**src/rtl/ga_pkg.sv**
```systemverilog
// Shared genetic-algorithm definitions: init FSM states and LFSR constants.
// Used by the population initializer and the later mutation/crossover stages.
package ga_pkg;

    typedef enum logic [1:0] {INIT_IDLE, INIT_FILL, INIT_DONE} init_state_t;

    localparam int          LFSR_WIDTH        = 16;
    localparam logic [15:0] LFSR_DEFAULT_SEED = 16'hACE1;

endpackage

```
**src/rtl/ga_lfsr16.sv**
```systemverilog
// 16-bit Fibonacci LFSR (taps 16,14,13,11) with synchronous load and advance.
// Load takes priority over advance; reset restores the default non-zero seed.
module ga_lfsr16
    import ga_pkg::*;
(
    input  logic                  clk,
    input  logic                  rst_n,
    input  logic                  load,
    input  logic [LFSR_WIDTH-1:0] load_val,
    input  logic                  advance,
    output logic [LFSR_WIDTH-1:0] state
);

    logic [LFSR_WIDTH-1:0] state_q;
    logic                  feedback;

    assign feedback = state_q[15] ^ state_q[13] ^ state_q[12] ^ state_q[10];

    always_ff @(posedge clk) begin
        if (!rst_n) begin
            state_q <= LFSR_DEFAULT_SEED;
        end else if (load) begin
            state_q <= load_val;
        end else if (advance) begin
            state_q <= {state_q[LFSR_WIDTH-2:0], feedback};
        end
    end

    assign state = state_q;

endmodule

```
**src/rtl/population_initializer.sv**
```systemverilog
// Fills every population slot with an LFSR chromosome, one write per cycle, then pulses done.
// Optional macro POP_INIT_CHECKSUM_EN adds an XOR checksum of all written chromosomes.
module population_initializer
    import ga_pkg::*;
#(
    parameter int CHROMOSOME_WIDTH = 8,
    parameter int POPULATION_SIZE  = 16,
    parameter int ADDR_WIDTH       = $clog2(POPULATION_SIZE)
) (
    input  logic                        clk,
    input  logic                        rst_n,
    input  logic                        start,
    input  logic [LFSR_WIDTH-1:0]       seed,
    input  logic                        hold,
    output logic                        busy,
    output logic                        done,
    output logic                        write_enable,
    output logic [ADDR_WIDTH-1:0]       write_addr,
`ifdef POP_INIT_CHECKSUM_EN
    output logic [CHROMOSOME_WIDTH-1:0] write_data,
    output logic [CHROMOSOME_WIDTH-1:0] init_checksum
`else
    output logic [CHROMOSOME_WIDTH-1:0] write_data
`endif
);

    if (CHROMOSOME_WIDTH < 1 || CHROMOSOME_WIDTH > LFSR_WIDTH) begin : g_bad_width
        $error("population_initializer: CHROMOSOME_WIDTH must be within 1..16");
    end
    if (POPULATION_SIZE < 2) begin : g_bad_size
        $error("population_initializer: POPULATION_SIZE must be at least 2");
    end

    localparam logic [ADDR_WIDTH-1:0] LAST_ADDR = ADDR_WIDTH'(POPULATION_SIZE - 1);

    init_state_t           state_q;
    logic [ADDR_WIDTH-1:0] count_q;
    logic [LFSR_WIDTH-1:0] lfsrState;
    logic [LFSR_WIDTH-1:0] loadValue;
    logic                  startAccepted;
    logic                  fillActive;

    assign fillActive    = (state_q == INIT_FILL);
    assign startAccepted = (state_q == INIT_IDLE) && start;
    // A zero seed would lock the LFSR at zero forever, so substitute the default.
    assign loadValue     = (seed == '0) ? LFSR_DEFAULT_SEED : seed;

    always_ff @(posedge clk) begin
        if (!rst_n) begin
            state_q <= INIT_IDLE;
            count_q <= '0;
        end else begin
            case (state_q)
                INIT_IDLE: begin
                    if (start) begin
                        state_q <= INIT_FILL;
                        count_q <= '0;
                    end
                end
                INIT_FILL: begin
                    if (!hold) begin
                        if (count_q == LAST_ADDR) begin
                            state_q <= INIT_DONE;
                        end else begin
                            count_q <= count_q + 1'b1;
                        end
                    end
                end
                INIT_DONE: state_q <= INIT_IDLE;
                default:   state_q <= INIT_IDLE;
            endcase
        end
    end

    ga_lfsr16 u_lfsr (
        .clk      (clk),
        .rst_n    (rst_n),
        .load     (startAccepted),
        .load_val (loadValue),
        .advance  (write_enable),
        .state    (lfsrState)
    );

    // Address and data are forced to zero outside FILL so the memory port sees a quiet bus.
    assign busy         = fillActive;
    assign done         = (state_q == INIT_DONE);
    assign write_enable = fillActive & ~hold;
    assign write_addr   = fillActive ? count_q : '0;
    assign write_data   = fillActive ? lfsrState[CHROMOSOME_WIDTH-1:0] : '0;

`ifdef POP_INIT_CHECKSUM_EN
    logic [CHROMOSOME_WIDTH-1:0] checksum_q;
    logic [CHROMOSOME_WIDTH-1:0] checksum_d;

    always_comb begin
        checksum_d = checksum_q;
        if (startAccepted) begin
            checksum_d = '0;
        end else if (write_enable) begin
            checksum_d = checksum_q ^ write_data;
        end
    end

    always_ff @(posedge clk) begin
        if (!rst_n) begin
            checksum_q <= '0;
        end else begin
            checksum_q <= checksum_d;
        end
    end

    assign init_checksum = checksum_q;
`endif

endmodule

```
**config.mk**
```make
export PLATFORM = sky130hd
export DESIGN_NAME = population_initializer
export DESIGN_NICKNAME = d
export VERILOG_FILES = /design/src/rtl/ga_pkg.sv /design/src/rtl/ga_lfsr16.sv /design/src/rtl/population_initializer.sv
export SDC_FILE = /design/constraint.sdc
export NUM_CORES = 1
export LEC_CHECK = 0
export BUFFER_PORTS_ARGS = -buffer_cell sky130_fd_sc_hd__buf_2
export CORE_ASPECT_RATIO = 1.1
export CORE_MARGIN = 5
export CORE_UTILIZATION = 26
export DETAILED_ROUTE_END_ITERATION = 8
export GPL_ROUTABILITY_DRIVEN = 0
export GPL_TIMING_DRIVEN = 1
export PLACE_DENSITY_LB_ADDON = 0.12
export SETUP_SLACK_MARGIN = 0.3
export SYNTH_ARGS = -nofsm -noshare
export SYNTH_HDL_FRONTEND = slang
export SYNTH_HIERARCHICAL = 1
export SYNTH_SLANG_ARGS = --single-unit
export TNS_END_PERCENT = 30
```
**constraint.sdc**
```tcl
create_clock -name clk -period 4.46 [get_ports clk]
set_input_delay 0.223 -clock clk [delete_from_list [all_inputs] [get_ports clk]]
set_output_delay 0.223 -clock clk [all_outputs]
set_load 0.02 [all_outputs]
```
==> run_summary.xml <==
<?xml version="1.0" encoding="UTF-8"?>
<metrics>
  <group name="final_layout">
    <metric name="final_net_count" unit="">196</metric>
    <metric name="fillerInstances" unit="">534</metric>
    <metric name="finish.instance_area" unit="µm²">1510</metric>
    <metric name="register_area" unit="µm²">440.4</metric>
    <metric name="final_cell_count_no_fill" unit="">231</metric>
    <metric name="num_antenna_cells" unit="">0</metric>
    <metric name="post-route-util" unit="%">30.41</metric>
    <metric name="multi_input_comb_area" unit="µm²">767.0</metric>
    <metric name="area_overhead_of_the_layout_relative_to_synthesis" unit="%">15.17</metric>
    <metric name="layout-drive-gt1-share" unit="%">31.21</metric>
  </group>
  <group name="setup_path">
    <metric name="start_kind" unit="">flop</metric>
    <metric name="worstSetupPathType" unit="">reg2out</metric>
    <metric name="crit_path_top_delay_cell" unit="">inv_1</metric>
    <metric name="path_depth" unit="">3</metric>
    <metric name="critPathCaptureType" unit="">primary output</metric>
    <metric name="required_time_worst_endpoint" unit="ns">4.24</metric>
    <metric name="cp_num_buf_inv" unit="">2</metric>
    <metric name="cp_max_fo" unit="">20</metric>
    <metric name="crit_path_max_incr_delay" unit="ns">0.64</metric>
    <metric name="worst_r2r_startpoint" unit="">state_q[0]</metric>
    <metric name="worst_ep_arrival_time" unit="ns">2.01</metric>
    <metric name="worstSetupStartpoint" unit="">state_q[0]</metric>
    <metric name="r2r.worst_path.cells" unit="">5</metric>
    <metric name="crit_chain" unit="">or3b_4 &gt; inv_1 &gt; buf_2</metric>
    <metric name="critPathTopFamily" unit="">buffers and inverters</metric>
  </group>
  <group name="cts">
    <metric name="clockRootBuffer" unit="">clkbuf_8</metric>
    <metric name="htreeDepth" unit="">1</metric>
    <metric name="cts.reportedPaths.clkPinSlew" unit="ns">0.08</metric>
    <metric name="cts.hold.buffers_added" unit="">0</metric>
    <metric name="cts_post_setup_buffers_inserted" unit="">0</metric>
    <metric name="tritoncts_clock_tree" unit="">built</metric>
    <metric name="worstSkewPairLatency" unit="ns">0.25</metric>
    <metric name="cts_max_path_buffers" unit="">2</metric>
    <metric name="cts-buffers-inserted" unit="">3</metric>
    <metric name="cts-resized-gates" unit="">0</metric>
    <metric name="cts.sink_count" unit="">22</metric>
  </group>
  <group name="place">
    <metric name="dp.final_hpwl" unit="mm">2.409</metric>
    <metric name="dp_worst_setup_slack" unit="ns">2.278</metric>
    <metric name="postPlaceCellArea" unit="µm²">1469</metric>
    <metric name="number_of_buffer_cells_added_on_primary_ports" unit="">34</metric>
    <metric name="placed_cells_incl_taps" unit="">228</metric>
  </group>
  <group name="detailed_routing">
    <metric name="vias_per_cell" unit="">4.710</metric>
    <metric name="dr.first_iter.drc_count" unit="">25</metric>
    <metric name="routed_wl" unit="mm">3.139</metric>
    <metric name="num_vias" unit="">1088</metric>
    <metric name="remaining_drc_errors" unit="">0</metric>
    <metric name="drt_first_pass_iters" unit="">4</metric>
    <metric name="final_antenna_net_count" unit="">0</metric>
    <metric name="wire_per_inst" unit="µm">13.59</metric>
  </group>
  <group name="synth">
    <metric name="xor_and_xnor_area_share_after_synthesis" unit="%">2.004</metric>
    <metric name="synthDominantCellAreaShare" unit="%">33.59</metric>
    <metric name="synth_fp_nets" unit="">171</metric>
    <metric name="synth_flop_cell" unit="">dfxtp_1</metric>
    <metric name="synth_sequential_area_ratio" unit="%">33.59</metric>
    <metric name="synthTopCellsByArea" unit="">dfxtp_1 (34%), mux2i_1 (6.9%), mux2_4 (6.9%)</metric>
    <metric name="yosysTopAreaCell" unit="">dfxtp_1</metric>
    <metric name="netlist_instances" unit="">150</metric>
    <metric name="synth.cell_area" unit="µm²">1311</metric>
    <metric name="post_synth_mux_area_share" unit="%">19.75</metric>
    <metric name="synthesis.yosys.warnings" unit="">6</metric>
    <metric name="combinational_family_with_the_most_area_after_synthesis" unit="">simple AND/OR/NAND/NOR gates</metric>
    <metric name="synthDistinctLibCells" unit="">39</metric>
    <metric name="syn-mean-instance-area" unit="µm²">8.742</metric>
    <metric name="synth-edff-count" unit="">0</metric>
    <metric name="synth-seq-cells" unit="">22</metric>
    <metric name="post_synth_most_frequent_cells" unit="">dfxtp_1 (22), nand2_1 (22), and2_1 (12)</metric>
    <metric name="post_synth_fa_ha_maj_area_fraction" unit="%">0.9542</metric>
    <metric name="synth_async_sr_flop_share" unit="%">0</metric>
    <metric name="synth_simple_gate_area_share" unit="%">26.34</metric>
    <metric name="complex_gate_fraction_of_the_synthesized_area" unit="%">9.447</metric>
  </group>
  <group name="global_route">
    <metric name="maximum_number_of_pins_on_one_net_before_global_route_repair" unit="">21</metric>
    <metric name="track_usage" unit="%">10.04</metric>
    <metric name="grt_pass1_wl" unit="mm">5.375</metric>
    <metric name="grt_remaining_overflow" unit="">0</metric>
    <metric name="first_global_vias" unit="">1121</metric>
    <metric name="antenna_found_initial" unit="">0</metric>
  </group>
  <group name="sta">
    <metric name="worst_pin_slew" unit="ns">0.8543</metric>
    <metric name="finalHoldViolCount" unit="">0</metric>
    <metric name="fmax" unit="MHz">448.6</metric>
    <metric name="finalWorstSetupSlack" unit="ns">2.231</metric>
    <metric name="setup_viol" unit="">0</metric>
    <metric name="finalClockSkew" unit="ns">0.0008422</metric>
    <metric name="total_negative_setup_slack" unit="ns">0</metric>
    <metric name="final-max-slew-violation-count" unit="">0</metric>
    <metric name="final.min_clock_period" unit="ns">2.229</metric>
    <metric name="final_min_period_over_clock_period" unit="%">49.98</metric>
    <metric name="slew_headroom" unit="%">42.99</metric>
    <metric name="unrepaired_setup_endpoints_after_global_routing" unit="">no</metric>
  </group>
  <group name="hold_path">
    <metric name="source_of_the_worst_hold_timing_path" unit="">seed[8]</metric>
    <metric name="holdPathStages" unit="">3</metric>
    <metric name="timing.hold.worst.class" unit="">in2reg</metric>
  </group>
  <group name="pwr">
    <metric name="power.leakage" unit="nW">0.6916</metric>
    <metric name="cellPowerDensity" unit="nW/µm²">284.8</metric>
    <metric name="worst_ir_drop_vdd" unit="µV">79.98</metric>
  </group>
  <group name="floorplan">
    <metric name="die_area" unit="µm²">6565</metric>
    <metric name="die-width" unit="µm">77.71</metric>
    <metric name="core-area" unit="µm²">4966</metric>
    <metric name="floorplan.die.height" unit="µm">84.48</metric>
    <metric name="rows" unit="">27</metric>
    <metric name="design.portCount" unit="">35</metric>
    <metric name="starting_density" unit="%">26.40</metric>
  </group>
  <group name="job">
    <metric name="timing.max_cap.violations" unit="">0</metric>
  </group>
  <group name="outcome">
    <metric name="status" unit="">completed</metric>
  </group>
</metrics>
==> kinds of logic (layout without fill, tap and decap cells) <==
logic type,Yosys count,count (layout)
buffers and inverters,19,42
xor gates and xnor gates,3,3
muxes,22,22
adders and majority gates,1,1
DFF,22,22
AOI/OAI and AO/OA,19,19
and+or+nand+nor,64,64
==> placed cells by master (no fill, tap or decap), types with 3 or more instances in the layout <==
| cell | count |
|---|---|
| a21oi_1 | 7 |
| and2_1 | 12 |
| buf_2 | 34 |
| clkbuf_8 | 3 |
| dfxtp_1 | 22 |
| inv_1 | 3 |
| mux2_2 | 7 |
| mux2_4 | 6 |
| mux2i_1 | 9 |
| nand2_1 | 22 |
| nand2b_1 | 8 |
| nor2_1 | 4 |
| nor4_1 | 4 |
| o21ai_0 | 3 |
==> layer usage <==
| metal | up-vias | track usage (%) | wire (µm) |
|---|---|---|---|
| li1 | 565 | - | - |
| met5 | - | 0 | 0 |
| met3 | 2 | 2.575 | 157 |
| met2 | 24 | 16.25 | 1485 |
| met4 | 0 | 4.531 | 24 |
| met1 | 497 | 12.36 | 1472 |
==> state kept, by name, summed over array words and instances (netlist names) <==
signal and flops:
state_q 2, u_lfsr/state 16, count_q 4
==> per-stage QoR <==
step / hold WS, ns / total power, mW
2_1_floorplan: 0.3713 / 0.2914
6_report: 0.2234 / 0.4301
3_5_place_dp: 0.4947 / 0.3145
4_1_cts: 0.2128 / 0.4399
5_1_grt: 0.2303 / 0.4572
3_3_place_gp: 0.4748 / 0.3143
==> report_power, final <==
group	leakage, nW	switching, mW	internal (mW)	total (mW)
registers	0.181	0.00933	0.209	0.218
clock network	0.0216	0.0611	0.0602	0.121
logic	0.489	0.0468	0.0438	0.0906
==> path summary, 6_finish.rpt <==
| check | slack [ns] | end |
|---|---|---|
| min | 0.22 | u_lfsr/state[8] |
| min reg2reg | 0.50 | state_q[0] |
| max reg2reg | 2.27 | u_lfsr/state[10] |
| max | 2.23 | write_enable |
==> worst min-delay path, delay by kind of cell <==
| kind | cells | cell delay (ns) |
|---|---|---|
| AOI/OAI and AO/OA | 1 | 0.05 |
| buffers and inverters | 1 | 0.10 |
| and+or+nand+nor | 1 | 0.06 |
==> layout make-up <==
class	count	area share (%)
Multi-Input combinational cell	109	50.79
Sequential cell	22	29.16
Timing Repair Buffer	34	11.27
Tap cell	58	4.805
Clock buffer	3	2.734
Inverter	5	1.243
Note: power is estimated with default switching activity, not from simulation.
